===== config.mk =====
export PLATFORM = sky130hd
export DESIGN_NAME = sync_rom
export DESIGN_NICKNAME = d
export VERILOG_FILES = /design/src/rtl/sync_rom.sv
export SDC_FILE = /design/constraint.sdc
export NUM_CORES = 1
export LEC_CHECK = 0
export BUFFER_PORTS_ARGS = -buffer_cell sky130_fd_sc_hd__buf_2
export CORE_MARGIN = 5
export CORE_UTILIZATION = 52
export DETAILED_ROUTE_END_ITERATION = 7
export PLACE_DENSITY_LB_ADDON = 0.25
export REMOVE_ABC_BUFFERS = 1
export SKIP_LAST_GASP = 1
export SLEW_MARGIN = 40
export SYNTH_ARGS = -nofsm -noshare
export SYNTH_HDL_FRONTEND = slang
export SYNTH_SLANG_ARGS = --single-unit

===== constraint.sdc =====
create_clock -name clock -period 5.85 [get_ports clock]
set_clock_uncertainty 0.1 [all_clocks]
set_input_delay 0.585 -clock clock [delete_from_list [all_inputs] [get_ports clock]]
set_output_delay 0.585 -clock clock [all_outputs]
set_load 0.02 [all_outputs]

===== src/rtl/sync_rom.sv =====
// 256-entry sine lookup ROM with a registered 16-bit signed output.
// Stores one quarter wave; the other three quadrants come from mirror and negation.
module sync_rom (
    input  logic        clock,
    input  logic        reset,
    input  logic [7:0]  address,
    output logic [15:0] sine_out
);

    logic [6:0]  idx;
    logic [14:0] mag;
    logic [15:0] value;

    // Quarter-wave magnitudes round(32767*sin(2*pi*i/256)) for i = 0..64
    function automatic logic [14:0] quarter(input logic [6:0] i);
        logic [14:0] q;
        case (i)
            7'd0:  q = 15'd0;
            7'd1:  q = 15'd804;
            7'd2:  q = 15'd1608;
            7'd3:  q = 15'd2410;
            7'd4:  q = 15'd3212;
            7'd5:  q = 15'd4011;
            7'd6:  q = 15'd4808;
            7'd7:  q = 15'd5602;
            7'd8:  q = 15'd6393;
            7'd9:  q = 15'd7179;
            7'd10: q = 15'd7962;
            7'd11: q = 15'd8739;
            7'd12: q = 15'd9512;
            7'd13: q = 15'd10278;
            7'd14: q = 15'd11039;
            7'd15: q = 15'd11793;
            7'd16: q = 15'd12539;
            7'd17: q = 15'd13279;
            7'd18: q = 15'd14010;
            7'd19: q = 15'd14732;
            7'd20: q = 15'd15446;
            7'd21: q = 15'd16151;
            7'd22: q = 15'd16846;
            7'd23: q = 15'd17530;
            7'd24: q = 15'd18204;
            7'd25: q = 15'd18868;
            7'd26: q = 15'd19519;
            7'd27: q = 15'd20159;
            7'd28: q = 15'd20787;
            7'd29: q = 15'd21403;
            7'd30: q = 15'd22005;
            7'd31: q = 15'd22594;
            7'd32: q = 15'd23170;
            7'd33: q = 15'd23731;
            7'd34: q = 15'd24279;
            7'd35: q = 15'd24811;
            7'd36: q = 15'd25329;
            7'd37: q = 15'd25832;
            7'd38: q = 15'd26319;
            7'd39: q = 15'd26790;
            7'd40: q = 15'd27245;
            7'd41: q = 15'd27683;
            7'd42: q = 15'd28105;
            7'd43: q = 15'd28510;
            7'd44: q = 15'd28898;
            7'd45: q = 15'd29268;
            7'd46: q = 15'd29621;
            7'd47: q = 15'd29956;
            7'd48: q = 15'd30273;
            7'd49: q = 15'd30571;
            7'd50: q = 15'd30852;
            7'd51: q = 15'd31113;
            7'd52: q = 15'd31356;
            7'd53: q = 15'd31580;
            7'd54: q = 15'd31785;
            7'd55: q = 15'd31971;
            7'd56: q = 15'd32137;
            7'd57: q = 15'd32285;
            7'd58: q = 15'd32412;
            7'd59: q = 15'd32521;
            7'd60: q = 15'd32609;
            7'd61: q = 15'd32678;
            7'd62: q = 15'd32728;
            7'd63: q = 15'd32757;
            7'd64: q = 15'd32767;
            default: q = 15'd0;
        endcase
        return q;
    endfunction

    // Odd quadrants read the quarter table backwards; the upper half is negated
    always_comb begin
        idx = {1'b0, address[5:0]};
        if (address[6])
            idx = 7'd64 - {1'b0, address[5:0]};
        mag = quarter(idx);
        value = {1'b0, mag};
        if (address[7])
            value = 16'd0 - {1'b0, mag};
    end

    always_ff @(posedge clock) begin
        if (reset)
            sine_out <= 16'd0;
        else
            sine_out <= value;
    end

endmodule


# Word-level counts from Yosys, hierarchy flattened
# Memories as Yosys holds them, arrays and structs flattened.
# Cells that the tools add are included.
[classes]
n_addsub = 2
n_mux = 2
n_bitwise = 1
reduce_logical = 1
[op_table]
columns = ["operator", "n"]
rows = [
  ["$sub 1x15->16 const A", 1],
  ["$mux 15", 1],
  ["$mux 7", 1],
  ["$sub 7x6->7 const A", 1],
  ["$reduce_or 2->1", 1],
  ["$not 1->1", 1],
]
[totals]
reg_bits = 16
romBits = 1920
out_inout_bits = 16
n_memories = 1
[memory_table]
columns = ["name", "words", "width", "rd", "rd_clocked_by_memory_dff", "write_ports", "line", "text"]
rows = [
  ["(no name shown)", 128, 15, 1, 0, 0, "17", "case (i)"],
]

# Longest topological paths before layout
# Gate-level depths: netlist (run 1).
# An unclocked memory read counts as a cell.
[depth]
ltp_word = 5
mapped_depth = 18

# Worst setup path before layout (run 1)
# Ideal clock, no wire load.
[synth_timing]
kind = "input to register"
start = "in address[0]"
end = "reg sine_out[11]"
setup_ns = 0.123
t_arrival_ns = 4.096
required_ns = 5.627
path_slack_ns = 1.531
stages = 15
path_buffers = 1
path_cell_list = "buf_2 -> inv_1 -> ha_1 -> mux2_4 -> clkinv_1 -> ha_1 -> or2_2 -> nor4_1 -> o21ai_0 -> a311oi_1 -> o32a_1 -> o211ai_1 -> or2_1 -> o31ai_4 -> mux2_1"
[synth_between]
elab_chain_len = 5
[synth_lines]
columns = ["item", "line", "text"]
rows = [
  ["start, declared", "6", "input logic [7:0] address,"],
  ["$sub 7x6->7", "92", "idx = 7'd64 - {1'b0, address[5:0]};"],
  ["$mux 7 *", "91", "if (address[6])"],
  ["$mem_v2 128x15 *", "--", ""],
  ["$sub 1x15->16", "96", "value = 16'd0 - {1'b0, mag};"],
  ["$mux 15 *", "95", "if (address[7])"],
  ["end signal, assigned", "103", "sine_out <= value;"],
  ["end, declared", "7", "output logic [15:0] sine_out"],
]
# Mark *: on every way between the ends. The rest lies on a longest branch, timed or not.
# A chain may end at the register's enable or synchronous reset.

# Worst setup path in the final report (run 1)
[layout_timing]
start = "in address[1]"
end = "reg sine_out[9]"
# The elaborated chain is that of the path after synthesis.

==> results of run 1 <==
## through the flow
stage / setup WS (ns) / std cells
after CTS: 1.04 / 503
final: 0.875 / 503
after detailed placement: 0.782 / 499
after global routing: 0.668 / 503
after global placement: 0.961 / 499
after floorplan: 1.42 / 386
## synthesized netlist by cell type (all sizes together), types with 11 or more instances
cell    instances
ha             15
dfxtp          16
nor3           15
o21ai          22
a31oi          16
nand2          18
o211ai         14
inv            11
o31ai          14
nor2           40
a21oi          35
buf            34
nand2b         15
nand3          12
clkbuf         14
## area by class of cell
class	instances	area, sq um
timing repair buffer	38	223
multi-input combinational	358	2570
fill	582	2610
clock buffer	4	55.1
sequential	16	320
tap	75	93.8
inverter	12	45.0
## cell families (layout without fill, tap and decap cells)
group	after synthesis	count (layout)	synth area share (%)
xor+xnor	12	12	3.54
flops	16	16	10.1
mux	14	14	4.72
compound gates	176	176	41.6
fa+ha+maj	15	15	5.91
simple gates	141	141	24.3
buf+inv	60	54	9.84
## final timing paths
kind	start	endpoint	slack, ns	cells past startpoint
hold / removal	reset	sine_out[5]	0.61	2
setup / recovery	address[1]	sine_out[9]	0.87	15
## layer usage
layer  GRT usage [%]  vias to the layer above  routed length [um]
met5               0                        -                   0
met4            12.9                        0                 508
met3            7.81                       45                1170
met2            42.8                      231                4800
met1            40.5                     1687                4850
li1                -                     1662                   -
## power by group through the flow
stage	Sequential [uW]	Clock (uW)	Combinational (uW)
after floorplan	156	0	246
after global placement	132	0	397
after detailed placement	132	0	392
after CTS	130	102	394
after global routing	131	106	437
final	130	99.4	409
==> results.toml, run 1 <==
[power_and_ir_drop]
peakVddDrop_v = 0.000128
combPwrFrac_pct = 64.1
power_frac_clock_pct = 15.6
p_sw_uw = 312
power.density_mw_per_mm2 = 193
p_int_uw = 325
switching_share_pct = 49.0
p_leak_uw = 0.00122
finalPower_uw = 638
pwr-share-seq_pct = 20.3

[clocking]
postCtsHoldBufs = 0
post_cts_buffers = 0
cts_sinks = 16
htree_levels = 1
cts_tree = "yes"
root_buffer = "clkbuf_8"
clkTransAtPathRegs_ns = 0.07
clock_path_buffers = 2
post_cts_resized = 0
numCtsBuffers = 3

[logic_synthesis]
synth_cell_types = 81
synth_area_leader_cell = "dfxtp_1"
synth-warning-count = 0
synth_edf_count = 0
syn_area_per_cell_sq_um = 7.32
synth_top_area_share_pct = 10.1
synthFlopType = "dfxtp_1"
async_reset_ff_share_pct = 0
syn-cell-area_sq_mm = 0.00318
yosysSeqAreaShare_pct = 10.1
ys_ff_latch = 16
synth_area_leaders = "dfxtp_1 (10%), ha_1 (5.9%), a21oi_1 (5.4%)"
syn_inst = 434

[die]
rows = 28
die_x_um = 88.2
ios = 26
initial_utilization_pct = 53.7
die_y_um = 88.2
die-area_sq_mm = 0.00777
coreArea_sq_mm = 0.00592

[sta]
fin_crit_ns = 4.98
drv_slew = 0
hold_violations = 0
worstMarginPinSlew_ns = 0.815
fin_hold_ws_ns = 0.615
grt_setup_unrepaired = "false"
setup-tns-final_ns = 0
setup_viol = 0
fin_crit_sh_pct = 85.0
slew_headroom_pct = 45.6
fmax_mhz = 201

[place]
place.gp.congestion = 0.966
post-dp-hpwl_mm = 8.26
place_area_sq_mm = 0.00323
io_buffer_count = 25

[critical_path]
path_cells = "buf_2 > inv_1 > ha_1 > mux2_4 > clkinv_1 > ha_1 > or2_2 > nor4_1 > o21ai_0 > a311oi_1 > o32a_1 > o211ai_1 > or2_1 > o21ai_1 > mux2_1"
path_class = "in2reg"
path_buf_inv = 3
cp_common_cell = "ha_1"
worst-path-max-fanout = 15
start_kind = "input pin"
cp.arrival_ns = 5.01
end_kind = "flip-flop"
slowest_stage = "ha_1"
critPathTopFamily = "compound AO/OA/AOI/OAI gates"
slowest_delay_ns = 0.45
required_ns = 5.89

[final_layout]
n_antenna_cell = 0
fin_nets = 454
area.growth.synth_to_final_pct = 4.09
utilization_pct = 55.9
largest_reg_flops = 16
largest-register = "sine_out"
final_cell_area_sq_mm = 0.00331
final_cell_mix = "nor2_1 (40), a21oi_1 (34), buf_2 (25), o21ai_0 (18), nand2_1 (17)"
reg.largest.list = "sine_out (16)"
final_common_cell = "nor2_1"
layout-drive-gt1-share_pct = 16.6

[detailed_routing]
via_count = 3625
routed_via_density = 7.21
wl_per_cell_um = 22.5
first_pass_iters = 5
drt_wl_total_mm = 11.3
postRouteAntennaNets = 0
drt_iter0_markers = 479
drcViolationCount = 0

[global_routing]
grt_start_max_net_pins = 33
antenna_found_initial = 0
globalRouteTotalUtil_pct = 29.4
grt-ovfl-total = 0
grt_pass1_vias = 3347
grt_pass1_wl_mm = 17.8

[run_status]
status = "finished clean"

[flow_run]
maxCapViolCount = 0

[worst_hold_path]
hp-class = "in2reg"
No activity file was read; power rests on OpenSTA's default activity.
==> run 2: changes to the inputs <==
- MAX_ROUTING_LAYER: unset -> met4
==> results.toml, run 2 (synthesis results as in run 1) <==
[run_status]
status = "finished clean"

[die]
initial_utilization_pct = 53.7
rows = 28
die_y_um = 88.2
coreArea_sq_mm = 0.00592
die_x_um = 88.2
die-area_sq_mm = 0.00777
ios = 26

[worst_hold_path]
hp-class = "in2reg"
min-delay-start = "reset"
holdPathStages = 2
whs_endpoint = "sine_out[3]"

[global_routing]
grt-ovfl-total = 0
antenna_found_initial = 0
globalRouteTotalUtil_pct = 29.7
grt_pass1_vias = 3408
grt_pass1_wl_mm = 17.8
grt_start_max_net_pins = 41

[clocking]
post_cts_resized = 0
cts_tree = "yes"
clkTransAtPathRegs_ns = 0.06
post_cts_buffers = 0
cts_sinks = 16
numCtsBuffers = 3
htree_levels = 1
clock_path_buffers = 2
postCtsHoldBufs = 0
root_buffer = "clkbuf_8"

[detailed_routing]
via_count = 3704
drt_iter0_markers = 560
drcViolationCount = 0
first_pass_iters = 6
postRouteAntennaNets = 0
wl_per_cell_um = 22.3
drt_wl_total_mm = 11.1
routed_via_density = 7.44

[critical_path]
path_class = "in2reg"
start_kind = "input pin"
required_ns = 5.89
worst-path-max-fanout = 22
end_kind = "flip-flop"
cp.arrival_ns = 5.42

[final_layout]
utilization_pct = 54.9
reg.largest.list = "sine_out (16)"
multi_input_area_sq_mm = 0.00255
largest-register = "sine_out"
area.growth.synth_to_final_pct = 2.32
final_common_cell = "nor2_1"
largest_reg_flops = 16
seq_area_sq_um = 320
final_cell_mix = "nor2_1 (40), a21oi_1 (34), buf_2 (25), o21ai_0 (18), nand2_1 (17)"
fillerInstances = 586
fin_nets = 449
n_antenna_cell = 0
layout-drive-gt1-share_pct = 15.1

[sta]
fmax_mhz = 186
grt_setup_unrepaired = "false"
fin_crit_ns = 5.38
fin_hold_ws_ns = 0.614
setup_ws_ns = 0.471
drv_slew = 0
setup-tns-final_ns = 0
worstMarginPinSlew_ns = 0.879
setup_viol = 0
slew_headroom_pct = 41.3
fin_crit_sh_pct = 92.0
hold_violations = 0

[place]
dp_worst_setup_slack_ns = 0.477
post-dp-hpwl_mm = 7.90
place.gp.congestion = 1.04
io_buffer_count = 25

[power_and_ir_drop]
p_leak_uw = 0.00120
power.density_mw_per_mm2 = 193
peakVddDrop_v = 0.000143

[flow_run]
maxCapViolCount = 0
## run 2: cell count changes in the layout (fill, tap and decap cells not counted), sizes merged
cell and change:
buf -5
## run 2: where the power goes
group	switching (uW)	total [uW]	internal [uW]
clock	38.1	97.8	59.8
combinational	265	399	135
sequential	3.50	130	126
total	306	627	321
## run 2: per-stage QoR
stage	cell area, sq um	power (uW)	cells
4_1_cts	3250	617	498
6_report	3250	627	498
2_1_floorplan	2910	401	386
3_5_place_dp	3200	517	494
5_1_grt	3250	665	498
3_3_place_gp	3200	516	494
## run 2: worst max path at each step
| stage | startpoint | to | slack [ns] |
|---|---|---|---|
| 2_1_floorplan | address[0] | sine_out[11] | 1.42 |
| 3_3_place_gp | address[0] | sine_out[12] | 0.60 |
| 3_5_place_dp | address[0] | sine_out[12] | 0.48 |
| 4_1_cts | address[0] | sine_out[12] | 0.72 |
| 5_1_grt | address[0] | sine_out[12] | 0.31 |
| 6_report | address[0] | sine_out[12] | 0.47 |
## run 2: layer usage
layer | vias to the layer above | part of all wire [%] | global-route usage (%)
li1 | 1651 | - | -
met1 | 1704 | 41 | 40.4
met2 | 284 | 42 | 42.4
met3 | 65 | 12 | 6.21
met4 | 0 | 4.5 | 11.8
met5 | - | 0 | -
## run 2: worst max-delay path: stages
cell and delay (ns):
buf_2 0.35, inv_1 0.24, ha_1 0.40, mux2_4 0.25, clkinv_1 0.41, ha_1 0.47
or2_2 0.37, nor4_1 0.45, a2111oi_0 0.19, a211oi_1 0.27, a2bb2oi_1 0.43, nand2b_1 0.24
nor4_4 0.45, mux2i_1 0.23, nand2_1 0.07
## run 2: area by class of cell
| type | count | share of cell area [%] |
|---|---|---|
| clock buffers | 4 | 1.69 |
| inverters | 12 | 1.39 |
| multi-input cells | 358 | 78.5 |
| flip-flops and latches | 16 | 9.85 |
| well taps | 75 | 2.89 |
| repair buffers | 33 | 5.69 |
